===== config.mk =====
export PLATFORM = sky130hd
export DESIGN_NAME = tv80_alu16_seq
export DESIGN_NICKNAME = d
export VERILOG_FILES = /design/src/rtl/tv80_pkg.sv /design/src/rtl/tv80_alu16_seq.sv
export SDC_FILE = /design/constraint.sdc
export NUM_CORES = 1
export LEC_CHECK = 0
export CAP_MARGIN = 20
export CORE_UTILIZATION = 42
export CTS_CLUSTER_DIAMETER = 200
export DETAILED_ROUTE_END_ITERATION = 16
export GPL_TIMING_DRIVEN = 0
export PLACE_DENSITY = 0.88
export SYNTH_ARGS = -nofsm -noshare
export SYNTH_HDL_FRONTEND = slang
export SYNTH_SLANG_ARGS = --single-unit

===== constraint.sdc =====
create_clock -name clk -period 1.7 [get_ports clk]
set_input_delay 0.34 -clock clk [delete_from_list [all_inputs] [get_ports clk]]
set_output_delay 0.34 -clock clk [all_outputs]
set_load 0.01 [all_outputs]

===== src/rtl/tv80_pkg.sv =====
// Shared TV80 definitions: flag bit layout, 8-bit ALU op codes, 16-bit op
// codes and the 16-bit sequencer state encoding.
package tv80_pkg;

   localparam int BIT_C = 0;
   localparam int BIT_N = 1;
   localparam int BIT_P = 2;
   localparam int BIT_X = 3;
   localparam int BIT_H = 4;
   localparam int BIT_Y = 5;
   localparam int BIT_Z = 6;
   localparam int BIT_S = 7;

   localparam logic [3:0] ALU_ADD = 4'b0000;
   localparam logic [3:0] ALU_ADC = 4'b0001;
   localparam logic [3:0] ALU_SUB = 4'b0010;
   localparam logic [3:0] ALU_SBC = 4'b0011;

   typedef enum logic [1:0] {
      OP16_ADD  = 2'b00,
      OP16_ADC  = 2'b01,
      OP16_SBC  = 2'b10,
      OP16_RSVD = 2'b11
   } op16_t;

   typedef enum logic [1:0] {
      ST_IDLE = 2'b00,
      ST_LO   = 2'b01,
      ST_HI   = 2'b10,
      ST_DONE = 2'b11
   } state_t;

   // The low pass of ADD16 needs no carry-in; every high pass chains it.
   function automatic logic [3:0] lo_alu_op(input op16_t op16);
      logic [3:0] code;
      code = ALU_ADD;
      if (op16 == OP16_ADC) code = ALU_ADC;
      if (op16 == OP16_SBC) code = ALU_SBC;
      return code;
   endfunction

   function automatic logic [3:0] hi_alu_op(input op16_t op16);
      return (op16 == OP16_SBC) ? ALU_SBC : ALU_ADC;
   endfunction

endpackage


===== src/rtl/tv80_alu16_seq.sv =====
// Drives the TV80 8-bit ALU through a low-byte then high-byte pass to run
// ADD HL,ss / ADC HL,ss / SBC HL,ss, chaining carry and zero through the flags.
module tv80_alu16_seq
   import tv80_pkg::*;
#(
   parameter int FLAG_C = BIT_C,
   parameter int FLAG_Z = BIT_Z,
   parameter int FLAG_S = BIT_S
) (
   input  logic        clk,
   input  logic        reset,
   input  logic        start,
   input  logic [1:0]  op,
   input  logic [15:0] opa,
   input  logic [15:0] opb,
   input  logic [7:0]  flags_in,
   output logic        busy,
   output logic        done,
   output logic [15:0] result,
   output logic [7:0]  flags_out,
   output logic [3:0]  alu_op,
   output logic        alu_arith16,
   output logic        alu_z16,
   output logic [7:0]  alu_busa,
   output logic [7:0]  alu_busb,
   output logic [7:0]  alu_f_in,
   input  logic [7:0]  alu_q,
   input  logic [7:0]  alu_f_out
);

   // Flags are chained opaquely, but the companion ALU assumes this layout.
   if (FLAG_C != BIT_C || FLAG_Z != BIT_Z || FLAG_S != BIT_S) begin : g_flag_map_check
      $error("tv80_alu16_seq: flag bit layout differs from tv80_pkg");
   end

   state_t     state;
   op16_t      op_reg;
   op16_t      op_in;
   logic [7:0] opa_hi_reg;
   logic [7:0] opb_hi_reg;
   logic       accept;

   assign op_in  = op16_t'(op);
   assign accept = start && (op_in != OP16_RSVD);

   always_ff @(posedge clk) begin
      if (reset) begin
         state       <= ST_IDLE;
         op_reg      <= OP16_ADD;
         opa_hi_reg  <= 8'h00;
         opb_hi_reg  <= 8'h00;
         busy        <= 1'b0;
         done        <= 1'b0;
         result      <= 16'h0000;
         flags_out   <= 8'h00;
         alu_op      <= 4'h0;
         alu_arith16 <= 1'b0;
         alu_z16     <= 1'b0;
         alu_busa    <= 8'h00;
         alu_busb    <= 8'h00;
         alu_f_in    <= 8'h00;
      end else begin
         case (state)
            ST_IDLE, ST_DONE: begin
               done <= 1'b0;
               if (accept) begin
                  // Low byte goes straight to the ALU; only the high bytes wait.
                  state       <= ST_LO;
                  busy        <= 1'b1;
                  op_reg      <= op_in;
                  opa_hi_reg  <= opa[15:8];
                  opb_hi_reg  <= opb[15:8];
                  alu_op      <= lo_alu_op(op_in);
                  alu_arith16 <= (op_in == OP16_ADD);
                  alu_z16     <= 1'b0;
                  alu_busa    <= opa[7:0];
                  alu_busb    <= opb[7:0];
                  alu_f_in    <= flags_in;
               end else begin
                  state       <= ST_IDLE;
                  busy        <= 1'b0;
                  alu_op      <= 4'h0;
                  alu_arith16 <= 1'b0;
                  alu_z16     <= 1'b0;
                  alu_busa    <= 8'h00;
                  alu_busb    <= 8'h00;
                  alu_f_in    <= 8'h00;
               end
            end
            ST_LO: begin
               // alu_f_in doubles as the low-pass flag register for the high pass.
               state        <= ST_HI;
               result[7:0]  <= alu_q;
               alu_f_in     <= alu_f_out;
               alu_op       <= hi_alu_op(op_reg);
               alu_z16      <= (op_reg != OP16_ADD);
               alu_busa     <= opa_hi_reg;
               alu_busb     <= opb_hi_reg;
            end
            ST_HI: begin
               state        <= ST_DONE;
               busy         <= 1'b0;
               done         <= 1'b1;
               result[15:8] <= alu_q;
               flags_out    <= alu_f_out;
               alu_op       <= 4'h0;
               alu_arith16  <= 1'b0;
               alu_z16      <= 1'b0;
               alu_busa     <= 8'h00;
               alu_busb     <= 8'h00;
               alu_f_in     <= 8'h00;
            end
            default: state <= ST_IDLE;
         endcase
      end
   end

endmodule


==> key figures <==
Setup path
  – Critical Path AT: 1.89 ns
  – WP data required: 1.97 ns
  – Crit Path Max Fanout: 10
  – Cell-by-cell trace of the critical path: clkdlybuf4s50_1 -> ha_1 -> and3b_1 -> buf_6 -> buf_8 -> mux2i_1
  – CP Launch Type: input port
  – Reg-to-reg setup timing slack: 0.09 ns
  – Buf/Inv on CP: 3
  – Top delay family on crit path: buffers and inverters
  – Setup crit end kind: flop
  – CP peak stage delay: 0.47 ns
  – Worst Path Class, Setup: in -> reg
  – CP max stage cell: clkdlybuf4s50_1

Floorplan
  – Die Ht: 83.58 um
  – Initial Util: 43.77%
  – Site Rows: 29
  – Die area: 6986 um2
  – Num ports: 117
  – Core Area: 6386 um2
  – Die Wd: 83.58 um

Synth
  – Number of flops mapped to enable cells by yosys: 0
  – Post-synthesis cell type count: 24
  – Fraction of registers with async set/reset: 0%
  – Dominant cell type by area after synthesis: dfxtp_1
  – Syn. warnings: 0
  – Synth top area cells: dfxtp_1, mux2i_1, nand2b_1
  – Main flop type after synthesis: dfxtp_1
  – Seq cells post-synth: 74
  – Sequential-to-total area share from yosys stat: 53.00%
  – Mapped Area: 2795 um2
  – Post-Syn Instances: 250
  – Synth top area share: 53.00%
  – Mean post-synth cell area: 11.18 um2

Detailed routing
  – Detail Route Antenna Nets: 0
  – WL per Instance: 15.13 um
  – Initial DRT Pass Iterations: 4
  – Via density per instance: 5.022
  – DRC: 0
  – DR vias: 2,305
  – Routed WL: 6.944 mm
  – Initial drt markers: 71

GRT
  – Aggregate global routing overflow: 0
  – Vias in the first global route: 2,355
  – Initial antenna violation count: 0
  – First-pass GRT wire length: 11.29 mm
  – Largest net degree at the start of global routing: 13
  – Global Route Usage Sum: 20.85%

Layout
  – Register area: 1481 um2
  – Final nets: 445
  – Multi-input gate area: 1210 um2
  – Area grow syn2layout: 54.12%
  – Max reg flops: 16
  – Most flops, register: result
  – Most frequent cells in the layout: clkdlybuf4s50_1, dfxtp_1, mux2i_1
  – Commonest non-fill, non-tap cell in the layout: clkdlybuf4s50_1
  – Ant diodes: 0
  – Share of layout cells above drive strength 1: 9.686%
  – FILL cells: 467

Placed design
  – RD Place Congestion: 0.8124
  – Post-DP HPWL: 5.123 mm
  – I/O Buffers: 114

Clock network
  – Clock Sink Count: 74
  – CTS root buf: clkbuf_8
  – CTS tree: yes
  – CTS Buffer Depth: 2
  – CTS clk-pin slew, worst paths: 0.07 ns
  – H-tree levels: 3
  – Num CTS Buffers: 9
  – Clk_lat worst skew: 0.35 ns

Timing
  – Final slew viol count: 0
  – Clk_skew: 0.007789 ns
  – Setup-failing EPs final: 0
  – Final hold slack: 0.4618 ns
  – Final hold vios: 0
  – Shortest period the worst path allows: 1.619 ns
  – FMAX: 617.5 MHz
  – Setup TNS: 0 ns
  – RSZ-0062 raised after global routing: no
  – Period Utilization, post-route: 95.26%

Power and ir drop
  – Overall power: 4.181 mW
  – Pwr dens: 970.4 nW/um2
  – Lkg Pwr: 1.678 nW
  – Worst vdd ir: 0.5611 mV

Worst hold path
  – Min-delay worst type: reg -> reg

Flow run
  – Max-cap violation count: 0

Status
  – Outcome: completed
synth_stat cells (2+ instances only):
cell type   n
a22o_1     25
buf_2       7
buf_4       7
clkbuf_1    4
dfxtp_1    74
ha_1        7
inv_1       5
mux2i_1    43
nand2_1     2
nand2b_1   36
nor2_1     27
layout make-up:
cell class / instances / area share, %
flip-flops and latches: 74 / 34.39
multi-input cells: 153 / 28.09
repair buffers: 115 / 26.66
clock buffers: 11 / 3.282
plain buffers: 19 / 3.108
well taps: 77 / 2.236
clock inverters: 5 / 1.801
inverters: 5 / 0.4357
worst register-to-register path: stages, from the launching register on:
cell,delay (ns)
dfxtp_1,0.36
inv_1,0.10
ha_4,0.28
nor3b_4,0.38
clkbuf_4,0.30
a22o_1,0.15
per-layer routing:
layer,GRT usage (%),up-vias,share of wire [%]
met5,0,-,0
met4,13.41,0,3.7
met3,4.550,26,5.4
met2,34.15,96,48
met1,24.64,1084,43
li1,-,1099,-
cell families (layout without fill, tap and decap cells):
kind of cell	Yosys count	count (layout)	share of synthesized area, %
other	1	2	0.1342
AO/OA/AOI/OAI	29	29	9.221
multiplexers	43	43	15.40
AND/OR/NAND/NOR	72	72	14.37
adder cells (fa/ha/maj)	7	7	3.133
flip-flops	74	74	53.00
buffers and inverters	24	155	4.745
final timing paths:
| check | from | end | cells past startpoint |
|---|---|---|---|
| max reg2reg | state[0]$_SDFF_PP0_ | alu_busa[3]$_SDFF_PP0_ | 5 |
| min | busy$_SDFFE_PP0P_ | busy$_SDFFE_PP0P_ | 2 |
| max | op[1] | opa_hi_reg[3]$_SDFFE_PP0P_ | 6 |
| min reg2reg | busy$_SDFFE_PP0P_ | busy$_SDFFE_PP0P_ | 2 |
stage by stage:
stage               setup WS (ns)  utilization [%]  std cells  area [um2]
floorplan                  0.1861                -        251        2799
global route             0.009852            67.46        459        4308
global placement          -0.3381            63.21        442        4036
CTS                       0.01025            67.03        459        4280
detailed placement        -0.3860            63.21        442        4036
finish                    0.08062            67.46        459        4308
power by group:
part / internal (mW) / switching [mW]
Sequential: 1.86 / 0.0606
Clock: 0.862 / 0.623
Combinational: 0.464 / 0.315
Total: 3.18 / 0.998
what timing repair did:
action                                  CTS  global route
endpoints found under the setup margin   32            62
gates resized for setup                   5             7
hold buffers                              0             0
setup buffers                             1             0
(Power assumes the default switching activity.)
